==> src/rtl/mul_nibble_sequencer.sv <==
// mul_nibble_sequencer: WIDTHxWIDTH unsigned multiply via one shared 4x4 core, one nibble pair per cycle; ports clk/rst, in_valid/in_ready/in_a/in_b request, core_a/core_b/core_y core link, out_valid/out_ready/out_p result, busy
module mul_nibble_sequencer #(
  parameter int WIDTH = 8
) (
  input  logic                 clk,
  input  logic                 rst,
  input  logic                 in_valid,
  output logic                 in_ready,
  input  logic [WIDTH-1:0]     in_a,
  input  logic [WIDTH-1:0]     in_b,
  output logic [3:0]           core_a,
  output logic [3:0]           core_b,
  input  logic [7:0]           core_y,
  output logic                 out_valid,
  input  logic                 out_ready,
  output logic [2*WIDTH-1:0]   out_p,
  output logic                 busy
);
  localparam int NIB = WIDTH / 4;
  localparam logic [1:0] LAST = 2'(NIB - 1);
  localparam logic [1:0] IDLE = 2'd0;
  localparam logic [1:0] CALC = 2'd1;
  localparam logic [1:0] DONE = 2'd2;
  logic [1:0]         r_state;
  logic [1:0]         r_i;
  logic [1:0]         r_j;
  logic [WIDTH-1:0]   r_a;
  logic [WIDTH-1:0]   r_b;
  logic [2*WIDTH-1:0] r_acc;
  logic [2*WIDTH-1:0] r_p;
  logic [2*WIDTH-1:0] w_term;
  logic [2*WIDTH-1:0] w_sum;
  logic               w_last;
  assign core_a    = (r_state == CALC) ? 4'(r_a >> {r_i, 2'b00}) : 4'd0;
  assign core_b    = (r_state == CALC) ? 4'(r_b >> {r_j, 2'b00}) : 4'd0;
  assign w_term    = (2*WIDTH)'(core_y) << {3'(r_i) + 3'(r_j), 2'b00};
  assign w_sum     = r_acc + w_term;
  assign w_last    = (r_i == LAST) && (r_j == LAST);
  assign in_ready  = (r_state == IDLE) && !rst;
  assign out_valid = (r_state == DONE);
  assign out_p     = r_p;
  assign busy      = (r_state == CALC) || (r_state == DONE);
  // r_p is loaded only on the final step so the result survives the next accept clearing r_acc
  always_ff @(posedge clk) begin
    if (rst) begin
      r_state <= IDLE;
      r_i     <= '0;
      r_j     <= '0;
      r_a     <= '0;
      r_b     <= '0;
      r_acc   <= '0;
      r_p     <= '0;
    end else if (r_state == IDLE) begin
      if (in_valid) begin
        r_a     <= in_a;
        r_b     <= in_b;
        r_acc   <= '0;
        r_i     <= '0;
        r_j     <= '0;
        r_state <= CALC;
      end
    end else if (r_state == CALC) begin
      r_acc <= w_sum;
      if (w_last) begin
        r_p     <= w_sum;
        r_state <= DONE;
      end else if (r_i == LAST) begin
        r_i <= '0;
        r_j <= r_j + 2'd1;
      end else begin
        r_i <= r_i + 2'd1;
      end
    end else if (r_state == DONE) begin
      if (out_ready) r_state <= IDLE;
    end else begin
      r_state <= IDLE;
    end
  end
endmodule
==> config.mk <==
export PLATFORM = sky130hd
export DESIGN_NAME = mul_nibble_sequencer
export DESIGN_NICKNAME = d
export VERILOG_FILES = /design/src/rtl/mul_nibble_sequencer.sv
export SDC_FILE = /design/constraint.sdc
export NUM_CORES = 1
export LEC_CHECK = 0
export ABC_AREA = 1
export BUFFER_PORTS_ARGS = -buffer_cell sky130_fd_sc_hd__buf_2
export CORE_MARGIN = 5
export CORE_UTILIZATION = 51
export DETAILED_ROUTE_END_ITERATION = 6
export PLACE_DENSITY = 0.76
export SYNTH_ARGS = -nofsm -noshare
export SYNTH_HDL_FRONTEND = slang
export SYNTH_SLANG_ARGS = --single-unit
==> constraint.sdc <==
create_clock -name clk -period 2.8 [get_ports clk]
set_clock_uncertainty 0.05 [all_clocks]
set_input_delay 0.14 -clock clk [delete_from_list [all_inputs] [get_ports clk]]
set_output_delay 0.14 -clock clk [all_outputs]
set_load 0.05 [all_outputs]
==> flow_summary.ini <==
[logic_synthesis]
synth_warnings = 0
ys_types = 29
synth_top_flop_cell = dfxtp_1
synth_nets = 579
yosysTopAreaCell = dfxtp_1
synth_area_per_cell_um2 = 6.30
synthTopCellsByCount = 140 x nand2_1, 103 x nor2_1, 73 x inv_1
syn_area_mm2 = 0.00333
ys_ff_latch = 54
synth_area_leaders = dfxtp_1 32%, nand2_1 16%, nor2_1 12%
synth.most_common_cell = nand2_1
async_flop_share_pct = 0
synth_top_area_share_pct = 32.5
synthCells = 529
synth-seq-area-share_pct = 32.5
synth_edf_count = 0

[route]
via_count = 3619
wl_um = 9960
avgRoutedWirePerCell_um = 14.4
drc = 0
viasPerCell = 5.24
antenna_left = 0
initialDrtViolationCount = 178
dr.pass1.iters = 4

[cts]
clk_pin_slew_ns = 0.10
clk_path_buf_depth = 2
clock_latency_ns = 0.33
h-tree-depth = 2
cts_hold_buf = 0
cts_sinks = 54
cts_made_buffers = 5
root_buffer = clkbuf_8
cts_tree = built

[worst_setup_path]
cp_max_fo = 7
critPathCaptureType = flip-flop
r2r_start = r_j[0]$_SDFFE_PP0P_
crit_arrival_ns = 2.99
r2r_cells = 18
r2r-end = out_p[15]$_SDFFE_PP0P_
rrSetupSlack_ns = -0.005
startpoint = r_j[0]$_SDFFE_PP0P_
start_kind = flip-flop
crit_required_ns = 2.98
crit_type = flip-flop to flip-flop
endpoint = out_p[15]$_SDFFE_PP0P_

[status]
violations = setup timing
outcome = finished, violations left

[placed_design]
dp_cells = 670
pre_cts_slack_ns = -0.153
hpwl_um = 6710
gp_congestion = 0.896
io_buffers = 54

[global_route]
grt_max_degree = 33
overflow = 0
grt_pass1_wl_um = 15400
gr-usage-all-layers_pct = 22.4
grt_pass1_vias = 3440
antenna_found_initial = 0

[timing]
grt_setup_unrepaired = yes
worst_pin_slew_ns = 0.529
fmax_ghz = 0.357
whs_ns = 0.00399
worst_slack_ns = -0.00485
final.min_clock_period_ns = 2.80
final.period_utilization_pct = 100
relSlewSlack_pct = 63.7
setup_viol = 1
slew_violations = 0
finalHoldViolations = 0

[power_and_ir_drop]
power.density_mw_per_mm2 = 981
p_leak_nw = 2.27
ir_drop_uv = 871

[finish]
drive_gt1_share_pct = 34.2
synthToLayoutAreaGrowth_pct = 37.5
fin_nets = 663
layoutNonFillerInstCount = 691
fill_cells = 485
diodes = 0

[worst_hold_path]
worstHoldPathCells = 3
hold_class = input pin to flip-flop

[die]
start_util_pct = 52.5
die_w_um = 90.8
rows = 29
design.die.area_mm2 = 0.00825
coreArea_mm2 = 0.00635
pin_count = 55
dieHeight_um = 90.8

[run]
maxCapViolCount = 0
==> flip-flops by register name, indices dropped and copies added, names as in the netlist <==
register and flops:
r_a 8, r_acc 16, r_b 8, r_j 2
r_state 2, r_i 2, out_p 16
==> layout by cell type, fill, tap and decap left out, drive strengths merged, types with 4 or more instances in the layout <==
| master | count |
|---|---|
| a21oi | 29 |
| buf | 91 |
| clkbuf | 6 |
| dfxtp | 54 |
| ha | 20 |
| inv | 76 |
| nand2 | 142 |
| nand3 | 24 |
| nor2 | 107 |
| nor3 | 10 |
| o21ai | 34 |
| xor2 | 4 |
==> cells by family after synthesis <==
| family | after synthesis | share of synthesized area [%] |
|---|---|---|
| buffers and inverters | 91 | 10.8 |
| AO/OA/AOI/OAI | 67 | 10.7 |
| AND/OR/NAND/NOR | 287 | 35.1 |
| flip-flops | 54 | 32.5 |
| multiplexers | 2 | 0.601 |
| XOR/XNOR | 6 | 1.58 |
| adder cells (fa/ha/maj) | 22 | 8.72 |
==> what timing repair did <==
action / CTS / global route
gates resized for setup: 59 / 73
endpoints found under the setup margin: 22 / 27
pin swaps: 23 / 44
buffers inserted: 9 / 4
==> per-stage QoR <==
stage / area [um^2] / power, mW / TNS [ns] / util [%]
5_1_grt: 4580 / 4.82 / -0.846 / 72.1
3_3_place_gp: 3810 / 3.02 / -0.784 / 60.0
6_report: 4580 / 4.49 / -0.00485 / 72.1
4_1_cts: 4190 / 3.88 / -0.109 / 66.0
2_1_floorplan: 3330 / 2.41 / 0 / -
3_5_place_dp: 3810 / 3.06 / -1.57 / 60.0
==> layer usage <==
layer	share of wire (%)	vias up	global-route usage, %
met5	0	-	0
met4	2.4	0	7.58
met3	5.0	22	3.58
met2	52	99	40.0
met1	41	1696	27.2
li1	-	1802	-
==> power by group <==
group	internal, mW	switching (mW)
sequential	0.882	0.0759
combinational	1.26	1.79
clock	0.204	0.284
total	2.34	2.15
==> how the worst min path moves through the flow <==
stage,start,to,slack (ns)
CTS,in_a[2],r_a[2]$_SDFFE_PP0P_,0.002
finish,in_a[2],r_a[2]$_SDFFE_PP0P_,0.004
floorplan,in_a[0],r_a[0]$_SDFFE_PP0P_,0.25
detailed placement,in_a[2],r_a[2]$_SDFFE_PP0P_,0.34
global placement,in_a[2],r_a[2]$_SDFFE_PP0P_,0.34
global route,in_a[5],r_a[5]$_SDFFE_PP0P_,0.007
==> critical path, cell delays in order (launching register included) <==
cell	delay, ns
dfxtp_2	0.35
ha_4	0.15
fa_2	0.56
inv_1	0.08
nor2_4	0.16
inv_4	0.10
nor2_4	0.15
ha_4	0.24
buf_4	0.13
nand2_1	0.05
nand2_1	0.07
nand2_1	0.06
nand2_1	0.06
a21oi_2	0.14
nand3_1	0.12
nand2_1	0.07
nand2_1	0.05
nand2_1	0.08
inv_1	0.04
==> layout make-up <==
cell class              count  area [um^2]  area share (%)
clock buffers               6         82.6            1.80
clock inverters             2         17.5           0.382
inverters                  77          299            6.53
multi-input cells         384         2430            53.2
flip-flops and latches     54         1080            23.7
well taps                  77         96.3            2.10
repair buffers             91          567            12.4
(Power assumes the default switching activity.)
